## src/rtl/addsub_arbiter.sv

```systemverilog
// Two-requester round-robin front end for a shared combinational add/sub ALU.
// Requests are latched on accept; the ALU result is registered into a tagged response.
module addsub_arbiter #(
  parameter int WIDTH = 32,
  parameter int OPW   = 5
) (
  input  logic             clock,
  input  logic             reset_n,
  input  logic [1:0]       req_valid,
  output logic [1:0]       req_ready,
  input  logic [WIDTH-1:0] req0_a,
  input  logic [WIDTH-1:0] req0_b,
  input  logic [OPW-1:0]   req0_op,
  input  logic [WIDTH-1:0] req1_a,
  input  logic [WIDTH-1:0] req1_b,
  input  logic [OPW-1:0]   req1_op,
  output logic [WIDTH-1:0] alu_a,
  output logic [WIDTH-1:0] alu_b,
  output logic [OPW-1:0]   alu_op,
  output logic             alu_en,
  input  logic [WIDTH-1:0] alu_result,
  input  logic             alu_ovf,
  output logic             rsp_valid,
  input  logic             rsp_ready,
  output logic             rsp_id,
  output logic [WIDTH-1:0] rsp_data,
  output logic             rsp_ovf,
  output logic             rsp_err
);

  // state | meaning
  // IDLE  | arbitrate req_valid, accept one request
  // EXEC  | latched operands on the ALU, result captured at the edge
  // RESP  | response held until rsp_ready
  typedef enum logic [1:0] {
    IDLE = 2'd0,
    EXEC = 2'd1,
    RESP = 2'd2
  } stateT;

  stateT state;
  stateT stateNext;

  logic             lastGrant;
  logic             grantId;
  logic             accept;
  logic             opLegal;
  logic [WIDTH-1:0] selA;
  logic [WIDTH-1:0] selB;
  logic [OPW-1:0]   selOp;

  logic [WIDTH-1:0] latA;
  logic [WIDTH-1:0] latB;
  logic [OPW-1:0]   latOp;
  logic             latId;
  logic [WIDTH-1:0] rspData;
  logic             rspOvf;
  logic             rspErr;

  // Contention goes to whoever did not win last; lastGrant resets to 1 so req0 wins first.
  always_comb begin
    grantId = 1'b0;
    case (req_valid)
      2'b01:   grantId = 1'b0;
      2'b10:   grantId = 1'b1;
      2'b11:   grantId = ~lastGrant;
      default: grantId = 1'b0;
    endcase
  end

  assign selA    = grantId ? req1_a  : req0_a;
  assign selB    = grantId ? req1_b  : req0_b;
  assign selOp   = grantId ? req1_op : req0_op;
  assign opLegal = (selOp[OPW-1:1] == '0);

  always_ff @(posedge clock or negedge reset_n) begin
    if (!reset_n) begin
      state <= IDLE;
    end else begin
      state <= stateNext;
    end
  end

  // req_ready is also gated by reset_n so it reads 0 while reset is held.
  always_comb begin
    stateNext = state;
    accept    = 1'b0;
    req_ready = 2'b00;
    case (state)
      IDLE: begin
        if ((|req_valid) && reset_n) begin
          accept    = 1'b1;
          req_ready = grantId ? 2'b10 : 2'b01;
          stateNext = opLegal ? EXEC : RESP;
        end
      end
      EXEC: begin
        stateNext = RESP;
      end
      RESP: begin
        if (rsp_ready) begin
          stateNext = IDLE;
        end
      end
      default: begin
        stateNext = IDLE;
      end
    endcase
  end

  always_ff @(posedge clock or negedge reset_n) begin
    if (!reset_n) begin
      lastGrant <= 1'b1;
      latA      <= '0;
      latB      <= '0;
      latOp     <= '0;
      latId     <= 1'b0;
      rspData   <= '0;
      rspOvf    <= 1'b0;
      rspErr    <= 1'b0;
    end else begin
      if (accept) begin
        latA      <= selA;
        latB      <= selB;
        latOp     <= selOp;
        latId     <= grantId;
        lastGrant <= grantId;
        if (!opLegal) begin
          rspData <= '0;
          rspOvf  <= 1'b0;
          rspErr  <= 1'b1;
        end
      end
      if (state == EXEC) begin
        rspData <= alu_result;
        rspOvf  <= alu_ovf;
        rspErr  <= 1'b0;
      end
    end
  end

  assign alu_a     = latA;
  assign alu_b     = latB;
  assign alu_op    = latOp;
  assign alu_en    = (state == EXEC);
  assign rsp_valid = (state == RESP);
  assign rsp_id    = latId;
  assign rsp_data  = rspData;
  assign rsp_ovf   = rspOvf;
  assign rsp_err   = rspErr;

endmodule
```

## config.mk

```make
export PLATFORM = sky130hd
export DESIGN_NAME = addsub_arbiter
export DESIGN_NICKNAME = d
export VERILOG_FILES = /design/src/rtl/addsub_arbiter.sv
export SDC_FILE = /design/constraint.sdc
export NUM_CORES = 1
export LEC_CHECK = 0
export CAP_MARGIN = 20
export CORE_UTILIZATION = 36
export CTS_BUF_LIST = sky130_fd_sc_hd__clkbuf_4
export DETAILED_ROUTE_END_ITERATION = 6
export PLACE_DENSITY_LB_ADDON = 0.05
export SLEW_MARGIN = 20
export SYNTH_ARGS = -nofsm -noshare
export SYNTH_HDL_FRONTEND = slang
export SYNTH_SLANG_ARGS = --single-unit
```

## constraint.sdc

```tcl
create_clock -name clock -period 5.3 [get_ports clock]
set_input_delay 1.06 -clock clock [delete_from_list [all_inputs] [get_ports clock]]
set_output_delay 1.06 -clock clock [all_outputs]
set_load 0.05 [all_outputs]
```

==> reports/qor.log <==
[logic_synthesis] Async SR Flop Fraction 100.0%
[logic_synthesis] library cell with the highest instance count after synthesis sky130_fd_sc_hd__mux2_2
[floorplan] die width 120.0 µm
[logic_synthesis] Post-Synth XOR/XNOR Area 0%
[finish] post-layout net count 805
[timing] Max Transition Viols Final 0
[global_route] maximum number of pins on one net before global-route repair 80
[clock_network] CTS Root Cell sky130_fd_sc_hd__clkbuf_4
[worst_setup_path] number of buffers and inverters on the critical path 2
[clock_network] # resized after CTS 0
[floorplan] effective utilization at floorplan 37.42%
[global_route] first-pass GRT wire length 22,140 µm
[run] maximum capacitance violations 0
[finish] Synth-to-Final Area Change 62.50%
[routing] drt total wl 14,190 µm
[routing] first-pass iteration count of the detailed router 4
[min_path] class of the worst hold path input pin to async pin
[clock_network] post-CTS setup buffers 0
[timing] maximum achievable frequency 230.9 MHz
[logic_synthesis] count of distinct cell types in the synthesized netlist 20
[routing] via count normalized by instance count 4.841
[timing] transition time at the pin with the least slew margin 1.053 ns
[logic_synthesis] proportion of synthesized area in mux cells 38.22%
[worst_setup_path] crit-path cells clkdlybuf4s50_1 > nor2_1 > or4b_2 > nor2_1 > clkdlybuf4s50_1
[clock_network] Clock Path Buffers 2
[worst_setup_path] element type at the critical path start input pin
[logic_synthesis] Synth Cell Area 5015 µm²
[logic_synthesis] sequential share of the synthesized area 53.42%
[timing] unrepaired setup endpoints after global routing no
[logic_synthesis] post-synthesis adder-cell area fraction 0%
[floorplan] number of placement rows 42
[worst_setup_path] nature of the critical path endpoint primary output
[floorplan] chip height 120.0 µm
[clock_network] Clock Latency Late Sink 0.47 ns
[clock_network] H-tree Lvls 3
[logic_synthesis] cell taking the most area after synthesis sky130_fd_sc_hd__dfrtp_1
[logic_synthesis] most instantiated flip-flop cell in the synthesis netlist sky130_fd_sc_hd__dfrtp_1
[worst_setup_path] cell family with the largest share of critical-path delay buffers and inverters
[run_status] run status finished, final reports clean
[power] worst supply voltage drop on vdd 196.2 µV
[timing] Slew HR 28.32%
[timing] Setup TNS 0 ns
[finish] fin cells 811
[routing] wire length per cell after detailed routing 17.50 µm
[routing] Starting DRT DRC Count 130
[placement] Final Wtd Congestion 0.7478
[placement] PortBufs 283
[worst_setup_path] data required time of the critical path 4.24 ns
[worst_setup_path] Max FO, Critical Path 3
[logic_synthesis] share of the synthesized area in the top cell type 52.89%
[clock_network] clock net sink count 107
[power] static leakage power 3.502 nW
[logic_synthesis] mean post-synth cell area 14.09 µm²
[power] power per unit of standard cell area 393.0 nW/µm²
[global_route] total gr overflow 0
[worst_setup_path] Worst EP arrival 3.27 ns
[logic_synthesis] largest family of logic cells by synthesized area multiplexers
[clock_network] number of hold buffers added after CTS 0
[placement] HPWL after detailed placement 10,560 µm
[floorplan] # IOs 284
[routing] via count 3,926
[logic_synthesis] simple-gate share of the synthesized area 1.672%
[timing] fin crit share 81.71%
[routing] remaining routing DRC violations 0
[floorplan] Std-Cell Core Area 13,400 µm²
[clock_network] number of buffers added by the clock tree synthesis step 9
[worst_setup_path] Setup CP Type input pin to primary output
[finish] share of cells above drive strength 1 26.18%
[logic_synthesis] top cells by instance count after synthesis sky130_fd_sc_hd__mux2_2 (140), sky130_fd_sc_hd__dfrtp_1 (106), sky130_fd_sc_hd__mux2i_1 (34)
[worst_setup_path] Slowest-stage cell, CP sky130_fd_sc_hd__clkdlybuf4s50_1
[timing] final hold viol count 0
[logic_synthesis] number of enable flip-flop cells after synthesis 0
[logic_synthesis] flip-flop and latch count after synthesis 107
[routing] residual antenna-violating net count after detailed routing 0
[global_route] number of antenna violations at the first check in global routing 1
[logic_synthesis] post-synthesis net count 532
[timing] largest clock skew in the final design 0.01002 ns
[logic_synthesis] cell count after synthesis 356
[clock_network] CTS tree yes
[global_route] GR Util All Layers 20.21%
[floorplan] Die Area 14,410 µm²
[logic_synthesis] largest cells by area after synthesis sky130_fd_sc_hd__dfrtp_1 (53%), sky130_fd_sc_hd__mux2_2 (31%), sky130_fd_sc_hd__mux2i_1 (6.8%)
[timing] minimum clock period after layout 4.330 ns
[logic_synthesis] total number of yosys warnings 0
[placement] cell total after placement 794
[clock_network] Reg clk slew, reported paths 0.14 ns
[global_route] vias in the first global route 4,123
[timing] setup-violating endpoint count in the final report 0
[worst_setup_path] largest incremental delay on the critical path 0.81 ns
[logic_synthesis] Synth Area in Compound Gates 3.817%
-- worst paths after layout --
path	startpoint	endpoint	slack, ns	cells past startpoint
setup reg to reg	lastGrant	state[1]	2.48	4
setup / recovery	req_valid[0]	req_ready[0]	0.97	5
min in group clock	alu_b[17]	alu_b[17]	0.52	1
hold / removal	reset_n	alu_b[11]	0.52	1
hold reg to reg	alu_b[17]	alu_b[17]	0.52	1
max in group asynchronous	reset_n	alu_op[4]	3.75	2
-- metal layers --
metal	track usage (%)	vias to the layer above	wire length, µm
li1	-	1832	-
met5	0	-	0
met1	22.79	1901	5393
met3	6.226	27	1156
met4	9.688	0	451
met2	34.59	166	7192
-- registers in the layout, summed over array words and instances, names as in the netlist --
| signal | flops |
|---|---|
| alu_a | 32 |
| rsp_err | 1 |
| rsp_ovf | 1 |
| alu_b | 32 |
| rsp_id | 1 |
| rsp_data | 32 |
| state | 2 |
| alu_op | 5 |
| lastGrant | 1 |
-- logic make-up after synthesis --
family | count (synthesis)
muxes | 174
DFF | 107
AOI/OAI and AO/OA | 36
buffers and inverters | 28
and+or+nand+nor | 11
-- final cells by class --
cell class,count,area [µm²]
antenna,1,2.502
clock buffer,9,67.56
clock inverter,7,82.58
fill,1109,5251
inverter,2,7.507
multi-input combinational,221,2218
sequential,107,2679
tap,176,220.2
timing repair buffer,288,2872
-- layout by cell type (no fill, tap or decap) --
cell type,count
sky130_fd_sc_hd__clkdlybuf4s50_1,282
sky130_fd_sc_hd__mux2_2,140
sky130_fd_sc_hd__dfrtp_1,106
sky130_fd_sc_hd__mux2i_1,33
sky130_fd_sc_hd__a21oi_1,33
sky130_fd_sc_hd__clkbuf_4,9
sky130_fd_sc_hd__buf_4,5
sky130_fd_sc_hd__nor2_1,3
sky130_fd_sc_hd__clkinv_2,3
sky130_fd_sc_hd__inv_1,2
sky130_fd_sc_hd__nor4_1,2
sky130_fd_sc_hd__clkinv_1,2
sky130_fd_sc_hd__bufinv_16,2
sky130_fd_sc_hd__diode_2,1
sky130_fd_sc_hd__nand2b_2,1
sky130_fd_sc_hd__a21boi_4,1
sky130_fd_sc_hd__or4b_2,1
sky130_fd_sc_hd__nor2b_1,1
sky130_fd_sc_hd__nor4b_4,1
sky130_fd_sc_hd__and2_1,1
sky130_fd_sc_hd__mux2i_4,1
sky130_fd_sc_hd__nor3b_1,1
sky130_fd_sc_hd__a221o_1,1
sky130_fd_sc_hd__a22o_1,1
sky130_fd_sc_hd__dfstp_2,1
sky130_fd_sc_hd__buf_6,1
-- stage by stage --
stage          util (%)  power [mW]  instance area, µm²  hold slack [ns]  worst slack [ns]
5_1_grt           60.81       3.355                8149           0.4853            0.9405
4_1_cts           60.77       3.249                8143           0.4750            0.9721
3_5_place_dp      59.65       2.796                7993           0.4941            0.9786
2_1_floorplan         -       2.145                5015           0.6020             1.829
3_3_place_gp      59.65       2.776                7993           0.4897            0.9604
6_report          60.81       3.202                8149           0.5160            0.9695
-- power by group --
group / internal [mW] / leakage, nW / switching [mW]
registers: 1.01 / 1.32 / 0.0975
clock network: 0.186 / 0.0845 / 0.258
logic: 0.665 / 2.09 / 0.986
total: 1.86 / 3.50 / 1.34
No activity file was read; power rests on OpenSTA's default activity.
